==> config.mk <==
export PLATFORM = sky130hd
export DESIGN_NAME = popcount_weight_enum
export DESIGN_NICKNAME = d
export VERILOG_FILES = /design/src/rtl/popcount_weight_enum.sv
export SDC_FILE = /design/constraint.sdc
export NUM_CORES = 1
export LEC_CHECK = 0
export CORE_MARGIN = 4
export CORE_UTILIZATION = 43
export CTS_BUF_LIST = sky130_fd_sc_hd__clkbuf_4 sky130_fd_sc_hd__clkbuf_8
export CTS_CLUSTER_SIZE = 40
export DETAILED_ROUTE_END_ITERATION = 16
export MAX_ROUTING_LAYER = met4
export PLACE_DENSITY_LB_ADDON = 0.15
export SLEW_MARGIN = 20
export SYNTH_ARGS = -nofsm -noshare
export SYNTH_HDL_FRONTEND = slang
export SYNTH_SLANG_ARGS = --single-unit
==> constraint.sdc <==
create_clock -name clk -period 4.1 [get_ports clk]
set_input_delay 0.41 -clock clk [delete_from_list [all_inputs] [get_ports clk]]
set_output_delay 0.41 -clock clk [all_outputs]
set_load 0.03 [all_outputs]
==> src/rtl/popcount_weight_enum.sv <==
// popcount_weight_enum: emits every WIDTH-bit vector with a given popcount, ascending, one per transfer
module popcount_weight_enum #(
  parameter int WIDTH = 28,
  parameter int CW = 5,
  parameter int IW = 32
) (
  input  logic             clk,
  input  logic             rst_n,
  input  logic             start,
  input  logic [CW-1:0]    weight,
  input  logic             abort,
  output logic             busy,
  output logic             done,
  output logic             err,
  output logic             vec_valid,
  input  logic             vec_ready,
  output logic [WIDTH-1:0] vec_data,
  output logic             vec_last,
  output logic [IW-1:0]    vec_index
);
  typedef enum logic [1:0] {IDLE, RUN, FIN} state_t;
  state_t state_q, state_d;
  logic [CW-1:0] k_q, k_d;
  logic [WIDTH-1:0] data_q, data_d;
  logic [IW-1:0] index_q, index_d;
  logic err_q, err_d;
  logic [CW-1:0] ctz;
  logic [WIDTH:0] x, c, r, nxt;
  logic unused_carry;
  assign busy = state_q == RUN;
  assign vec_valid = state_q == RUN;
  assign done = state_q == FIN;
  assign err = err_q;
  assign vec_data = data_q;
  assign vec_index = index_q;
  assign vec_last = vec_valid && data_q == ~({WIDTH{1'b1}} >> k_q);
  // Gosper's next combination; the carry into bit WIDTH only appears past the last vector
  always_comb begin
    ctz = '0;
    for (int i = WIDTH - 1; i >= 0; i--) if (data_q[i]) ctz = CW'(i);
    x = {1'b0, data_q};
    c = x & -x;
    r = x + c;
    nxt = r | (((r ^ x) >> 2) >> ctz);
    unused_carry = nxt[WIDTH];
  end
  always_comb begin
    state_d = state_q;
    k_d = k_q;
    data_d = data_q;
    index_d = index_q;
    err_d = err_q;
    case (state_q)
      IDLE: if (start) begin
        err_d = weight > CW'(WIDTH);
        state_d = err_d ? FIN : RUN;
        if (!err_d) begin
          k_d = weight;
          data_d = ~({WIDTH{1'b1}} << weight);
          index_d = '0;
        end
      end
      RUN: begin
        if (abort) state_d = FIN;
        else if (vec_ready) begin
          if (vec_last) state_d = FIN;
          else begin
            data_d = nxt[WIDTH-1:0];
            index_d = index_q + IW'(index_q != '1);
          end
        end
      end
      FIN: state_d = IDLE;
      default: state_d = IDLE;
    endcase
  end
  always_ff @(posedge clk or negedge rst_n) begin
    if (!rst_n) begin
      state_q <= IDLE;
      k_q <= '0;
      data_q <= '0;
      index_q <= '0;
      err_q <= 1'b0;
    end else begin
      state_q <= state_d;
      k_q <= k_d;
      data_q <= data_d;
      index_q <= index_d;
      err_q <= err_d;
    end
  end
endmodule

### Yosys cells after proc, flatten, opt, wreduce, memory -nomap -nowiden

Index checks and enable logic that the tools add are counted.

* $lt $le $gt $ge: 1
* muxes and demuxes: 46
* add/sub/neg operators: 3
* equality and inequality tests: 11
* reduce and logical (&&, ||, !) cells: 7
* bitwise logic cells: 6
* shift-type cells: 3

Operators by type and width (number)
* $mux W32: 5
* $mux W28: 5
* $mux W5: 28
* $pmux W32 S2: 1
* $not A28 Y28: 2
* $pmux W28 S2: 1
* $add A32 B1 Y32: 1
* $ne A32 B32 Y1 const B: 1
* $add A28 B29 Y29: 1
* $and A28 B29 Y29: 1
* $neg A28 Y29: 1
* $xor A29 B28 Y29: 1
* $eq A28 B28 Y1: 1
* $or A28 B28 Y28: 1
* $shl A28 B5 Y28 const A: 1
* $shr A27 B5 Y28: 1
* $shr A28 B5 Y28 const A: 1
* $mux W2: 5
* $ne A2 B2 Y1 const B: 4
* $ne A3 B2 Y1 const B: 2
* $reduce_and A3 Y1: 2
* $reduce_and A6 Y1: 1
* $gt A5 B5 Y1 const B: 1
* $pmux W2 S2: 1
* other kinds (8): 8

* word-level logic and storage cells: 82
* input bits: 10
* output and inout bits: 65
* bits in registers: 68

### Longest topological paths before layout

Gate-level depths: netlist of run 1.

* word-level depth: 34
* mapped depth: 16
* gate-level depth less buffers: 15

### Worst setup path after synthesis of run 1

No wires, ideal clock.

* path kind: register to register
* start: reg index_q[10] (netlist: vec_index[10])
* end: reg index_q[26] (netlist: vec_index[26])
* buffers on the path: 1
* clock period less this slack: 3315 ps
* slack: 785 ps
* arrival: 3183 ps
* required time: 3968 ps
* library setup time: 132 ps
* cell stages (with the launch flop): 17
* cells stage by stage: dfrtp_1 -> and4_1 -> nand4_1 -> nor4_1 -> and2_1 -> and4_1 -> and4_1 -> and4_1 -> nand3_1 -> ha_1 -> ha_1 -> nand2_1 -> nor3_1 -> clkbuf_1 -> nand4_1 -> xor2_1 -> nor2_1

* word-level cells in the longest chain between the ends: 6

Ends and longest elaborated chain
* start: declaration: line 25 `logic [IW-1:0] index_q, index_d;`
* start signal: assignment: line 88 `index_q <= index_d;`
* $ne A32 B32 Y1: line 69 `index_d = index_q + IW'(index_q != '1);`
* $add A32 B1 Y32 *: line 69
* $mux W32 *: line 66 `if (vec_last) state_d = FIN;`
* $mux W32 *: line 65 `else if (vec_ready) begin`
* $mux W32 *: line 64 `if (abort) state_d = FIN;`
* $pmux W32 S2 *: line 53 `case (state_q)`

Every way passes the cells marked *; elsewhere a longest branch is shown, timed or not. The select of a mux whose other input is x is not followed.
A chain may end at the register's enable or synchronous reset.

### Worst setup path after layout of run 1

* start: reg data_q[0] (netlist: vec_data[0])
* end: reg data_q[1] (netlist: vec_data[1])

* word-level cells in the longest chain between the ends: 10
* elaborated cells on any way between the ends: 15
* classes of those cells: 2 x add/sub; 2 x eq/ne; 1 x shift; 5 x mux; 3 x bitwise; 2 x reduce/logical

Ends and longest elaborated chain
* start: declaration: line 24 `logic [WIDTH-1:0] data_q, data_d;`
* start signal: assignment: line 87 `data_q <= data_d;`
* $neg A28 Y29: line 42 `c = x & -x;`
* $and A28 B29 Y29: line 42
* $add A28 B29 Y29: line 43 `r = x + c;`
* $xor A29 B28 Y29: line 44 `nxt = r | (((r ^ x) >> 2) >> ctz);`
* $shr A27 B5 Y28: line 44
* $or A28 B28 Y28: line 44
* $mux W28: line 66
* $mux W28: line 65
* $mux W28: line 64
* $pmux W28 S2: line 53

Parallel ways exist; a longest one is shown, timed or not. The select of a mux whose other input is x is not followed.

==> summary.md, run 1 <==
| Metric | Value |
|---|---|
| Status | `complete, no violations` |
| Core area | `17,500 um2` |
| CP Launch Type | `register` |
| Antenna viol nets, final | `0` |
| Yosys top cell area share | `0.220` |
| Syn Nets | `1,110` |
| Max Cap Viol | `0` |
| Post-Syn Area per Cell | `7.05 um2` |
| Global-route wire length before repair | `52.2 mm` |
| Fillers | `1,772` |
| Seq/Total Area, Yosys | `0.220` |
| Final GP Congestion | `1.07` |
| Ys Warns | `0` |
| Slew @ Worst Pin | `1.02 ns` |
| Vias | `9,346` |
| DIE AREA | `20,200 um2` |
| Avg WL per Cell | `24.2 um` |
| Pleak | `3.62 nW` |
| Peak supply drop | `0.367 mV` |
| CTS tree | `done` |
| Post-synth cell types | `90` |
| Initial antenna violation count | `0` |
| Drt via density | `6.69` |
| Final period util | `0.963` |
| Layout cells sized above 1 | `0.130` |
| #FFs+latches synth | `68` |
| I/O pin total | `75` |
| Setup TNS | `0 ns` |
| Hold Vio Cnt, Final | `0` |
| ANT cells | `0` |
| IO buf count | `74` |
| Layout Nets | `1,178` |
| Final wirelength | `33.8 mm` |
| Skew final | `0.0164 ns` |
| HPWL after detailed placement | `25.3 mm` |
| Worst r2r path cells | `12` |
| Cts bufs inserted | `9` |
| Iteration-0 DRC Markers | `1,457` |
| Critical Path Fanout Max | `11` |
| Rel. slew slack | `0.314` |
| Global-route usage over all layers | `0.341` |
| Cell accounting for the most synthesized area | `dfrtp_1` |
| Area Growth Syn to Fin | `19.1%` |
| Grt ovf | `0` |
| Die W | `142 um` |
| Fin. max-slew vios | `0` |
| Pwr per Cell Area | `656 nW/um2` |
| Number of global-route vias before repair | `8,655` |
| Mapped Area | `7750 um2` |
| Synth area leaders | `dfrtp_1 22%, a21oi_1 5.6%, nand2_1 5.3%, nor2_1 5.3%, o21ai_0 4.5%` |
| RSZ-0062 raised after global routing | `no` |
| Clock-pin slew on the worst setup and hold paths | `0.09 ns` |
| Largest net degree at the start of global routing | `69` |
| H-tree depth | `3` |
| Cell count after synthesis | `1,098` |
| Commonest non-fill, non-tap cell in the layout | `nand2_1` |
| FFs w/ async S/R, synth | `1.00` |
| Worst Hold Margin | `0.160 ns` |
| Clock Tree Buf Depth | `2` |
| EDFF count, synth | `0` |
| Commonest non-fill, non-tap cells in the layout | `110 x nand2_1, 109 x nor2_1, 90 x buf_4` |
| Final core utilization | `0.528` |
| Clock network latency to the later pin of the worst-skew pair | `0.38 ns` |
| First-pass DRT Iterations | `8` |
| WS Path Type | `reg2reg` |
| Initial core utilization | `0.443` |
| Req. time, crit path | `4.35 ns` |
| Clock sink count | `68` |
| Final Setup Violations | `0` |
| Root Buffer | `clkbuf_8` |
| # rows | `48` |
| Crit. End Element | `register` |
| Min Tclk post-route | `3.95 ns` |
| Crit path DAT | `4.20 ns` |
| Drt drc | `0` |
| Die H | `142 um` |
| Hold Path Class | `in2async` |
| F_max | `0.253 GHz` |
| Main flop type after synthesis | `dfrtp_1` |
## cell type report
cell class | instances | area, um2 | share of cell area
inverters | 26 | 97.6 | 0.0106
repair buffers | 163 | 1410 | 0.153
multi-input cells | 898 | 5530 | 0.600
well taps | 225 | 282 | 0.0305
clock inverters | 7 | 76.3 | 0.00827
clock buffers | 9 | 124 | 0.0134
flip-flops and latches | 68 | 1710 | 0.185
## power breakdown
| part | total (mW) | leakage (nW) | switching [mW] | internal (mW) |
|---|---|---|---|---|
| combinational | 4.14 | 2.65 | 2.64 | 1.50 |
| clock | 0.595 | 0.0958 | 0.312 | 0.284 |
| sequential | 1.32 | 0.875 | 0.479 | 0.844 |
## per-layer routing
metal | share of wire | up-vias | GRT usage
met5 | 0 | - | -
met4 | 0.047 | 0 | 0.137
met3 | 0.12 | 126 | 0.0864
met2 | 0.42 | 660 | 0.481
met1 | 0.41 | 4326 | 0.464
li1 | - | 4234 | -
## per-stage QoR
stage          area, um2  power, mW  cells  worst slack, ns
2_1_floorplan       7750       3.76   1098            0.785
3_3_place_gp        9020       5.36   1380            0.308
3_5_place_dp        9020       5.32   1380            0.397
4_1_cts             9220       5.93   1396           0.0175
5_1_grt             9230       6.40   1396            0.152
6_report            9230       6.05   1396            0.151
## worst max-delay path, stage by stage, from the launching register on
cell and delay (ns):
dfrtp_1 0.60, nand2b_1 0.28, nand4b_1 0.27, a21o_1 0.33, a211oi_1 0.18, buf_4 0.18
o31ai_1 0.61, a211oi_2 0.22, o22ai_1 0.27, buf_4 0.18, nor3_2 0.03, a211oi_1 0.50
o41ai_2 0.15
## cells by family after synthesis
logic type                 share of synthesized area
muxes                                         0.0367
xor gates and xnor gates                      0.0531
adders and majority gates                    0.00323
and+or+nand+nor                                0.293
AOI/OAI and AO/OA                              0.326
DFF                                            0.220
buffers and inverters                         0.0678
## synth_stat cells (all sizes together) (5+ instances only)
cell type	n
a221oi	5
nor3	42
a22oi	5
dfrtp	68
o221a	5
xnor2	22
o2111ai	11
a21oi	87
or3	9
clkbuf	84
a21boi	7
and4	6
inv	25
a2111oi	10
mux2	8
nand2b	15
xor2	25
nand3	46
mux2i	19
or4	8
o211ai	15
or2	8
nor4	16
o41ai	5
o31ai	11
nor2	111
a31oi	14
a211o	6
and3	16
nand4	24
buf	22
nor3b	5
o32ai	5
a311oi	5
and2	18
nand2	112
nor2b	10
a211oi	20
o21ai	79
o21a	9
o221ai	7
a21o	12
o22ai	11
## registers in the layout (all words and copies together), names as in the netlist
| signal | cells |
|---|---|
| err | 1 |
| k_q | 5 |
| state_q | 2 |
| vec_data | 28 |
| vec_index | 32 |
## worst paths after layout
path	from	end	slack [ns]
max in group asynchronous	rst_n	k_q[2]	3.31
min in group clk	err	err	0.49
max reg2reg	vec_data[0]	vec_data[1]	0.15
max	vec_data[0]	vec_data[1]	0.15
min	rst_n	vec_data[22]	0.16
min reg2reg	err	err	0.49
## repair_timing
| action | in CTS | in global routing |
|---|---|---|
| hold buffers | 0 | 0 |
| setup buffers | 0 | 0 |
| endpoints found under the setup margin | 1 | 1 |
| resized for setup | 1 | 5 |
No activity file was read; power rests on OpenSTA's default activity.
==> run 2: changes to the inputs <==
Settings changed: HOLD_SLACK_MARGIN from default to 0.1, MAX_ROUTING_LAYER met4 to default.
==> summary.md, run 2 (same netlist as run 1, synthesis figures left out) <==
| Metric | Value |
|---|---|
| Status | `complete, no violations` |
| # rows | `48` |
| Drt via density | `6.69` |
| Critical Path Fanout Max | `8` |
| RSZ-0062 raised after global routing | `no` |
| Vias | `9,377` |
| Die W | `142 um` |
| Layout Nets | `1,183` |
| Placed Area | `9080 um2` |
| First-pass DRT Iterations | `6` |
| Peak supply drop | `0.374 mV` |
| Met1 Use GR | `0.472` |
| Max reg flops | `32` |
| Final period util | `0.938` |
| Initial core utilization | `0.443` |
| Initial antenna violation count | `0` |
| ANT cells | `0` |
| Final GP Congestion | `1.08` |
| Worst slack at placement | `0.407 ns` |
| Area Growth Syn to Fin | `20.0%` |
| Fin. max-slew vios | `0` |
| Pwr per Cell Area | `661 nW/um2` |
| Grt ovf | `0` |
| IO buf count | `74` |
| CP Launch Type | `register` |
| Clock-pin slew on the worst setup and hold paths | `0.09 ns` |
| Fillers | `1,772` |
| Largest net degree at the start of global routing | `69` |
| Crit. End Element | `register` |
| Root Buffer | `clkbuf_8` |
| Clock Tree Buf Depth | `2` |
| Final Setup Violations | `0` |
| Avg WL per Cell | `24.0 um` |
| Final instance area | `9290 um2` |
| Drt drc | `0` |
| Commonest non-fill, non-tap cell in the layout | `nand2_1` |
| GR Util met3 | `0.0571` |
| F_max | `0.260 GHz` |
| Rel. slew slack | `0.376` |
| Global-route wire length before repair | `51.9 mm` |
| Max Cap Viol | `0` |
| Number of global-route vias before repair | `8,646` |
| H-tree depth | `3` |
| Clock sink count | `68` |
| Core area | `17,500 um2` |
| Antenna viol nets, final | `0` |
| DIE AREA | `20,200 um2` |
| Iteration-0 DRC Markers | `1,320` |
| Area of the multi-input gates | `5530 um2` |
| Crit path DAT | `4.08 ns` |
| WS Path Type | `reg2reg` |
| Layout Cells excl Fill | `1,401` |
| HPWL after detailed placement | `25.2 mm` |
| Pleak | `3.65 nW` |
| Min Tclk post-route | `3.84 ns` |
| Commonest non-fill, non-tap cells in the layout | `110 x nand2_1, 109 x nor2_1, 93 x buf_4` |
| Worst R2R Setup Slack | `0.26 ns` |
| Clock network latency to the later pin of the worst-skew pair | `0.39 ns` |
| Hold Path Class | `in2async` |
| Die H | `142 um` |
| Hold Vio Cnt, Final | `0` |
| FF+latch area | `1710 um2` |
| Final wirelength | `33.6 mm` |
| CTS tree | `done` |
| Slew @ Worst Pin | `0.936 ns` |
| Placed insts | `1,385` |
| I/O pin total | `75` |
| Layout cells sized above 1 | `0.134` |
| Cts bufs inserted | `9` |
| Setup TNS | `0 ns` |
| Skew final | `0.0163 ns` |
| GR peak layer | `met2` |
| Req. time, crit path | `4.34 ns` |
| Met2 GRT Util | `0.481` |
| Setup ws final | `0.255 ns` |
| Global-route usage over all layers | `0.328` |
run 2: cell count changes in the layout (fill, tap and decap cells not counted), moves of 2 or more:
| cell | previous run | this run |
|---|---|---|
| buf_4 | 90 | 93 |
| clkinv_4 | 2 | 0 |
| buf_12 | 0 | 2 |
| inv_6 | 1 | 5 |
run 2: path summary, 6_finish.rpt:
| check | from | to | depth (start not counted) |
|---|---|---|---|
| worst max-delay path | vec_data[1] | vec_data[11] | 12 |
| worst min-delay path | rst_n | vec_data[20] | 1 |
| worst max register to register | vec_data[1] | vec_data[11] | 12 |
| worst min register to register | err | err | 2 |
| max in group asynchronous | rst_n | vec_data[1] | 1 |
| min in group clk | err | err | 2 |
run 2: layout make-up:
cell class,instances,share of cell area
Sequential cell,68,0.184
Timing Repair Buffer,168,0.158
Tap cell,225,0.0303
Clock buffer,9,0.0133
Inverter,26,0.0105
Clock inverter,7,0.00875
Multi-Input combinational cell,898,0.595
run 2: metrics by stage:
| step | util | power, mW | hold WS, ns |
|---|---|---|---|
| floorplan | - | 3.76 | 0.114 |
| global placement | 0.520 | 5.39 | 0.475 |
| detailed placement | 0.520 | 5.36 | 0.480 |
| CTS | 0.531 | 6.00 | 0.190 |
| global route | 0.532 | 6.47 | 0.233 |
| finish | 0.532 | 6.14 | 0.154 |
run 2: timing repair:
action | 4_1_cts | 5_1_grt
setup buffers | 0 | 0
gates resized for setup | 2 | 4
hold buffers | 0 | 0
setup endpoints to repair | 1 | 1
run 2: layer usage:
layer	wire length (um)	vias to the layer above	share of wire
li1	-	4238	-
met1	14600	4407	0.43
met2	14200	633	0.42
met3	3330	99	0.099
met4	1550	0	0.046
met5	0	-	0
run 2: critical path: stages, from the launching register on:
cell and delay, ns:
dfrtp_1 0.43, buf_4 0.19, nand2b_1 0.17, buf_4 0.19, nand4b_1 0.19, a21o_1 0.36
a211oi_2 0.19, o31ai_1 0.62, nor3_1 0.12, o22ai_1 0.30, nor2_1 0.12, a2111oi_0 0.72
nor3_1 0.10
run 2: power by group:
part | total [mW] | switching (mW) | internal [mW]
registers | 1.30 | 0.454 | 0.845
logic | 4.22 | 2.67 | 1.55
clock network | 0.624 | 0.332 | 0.292
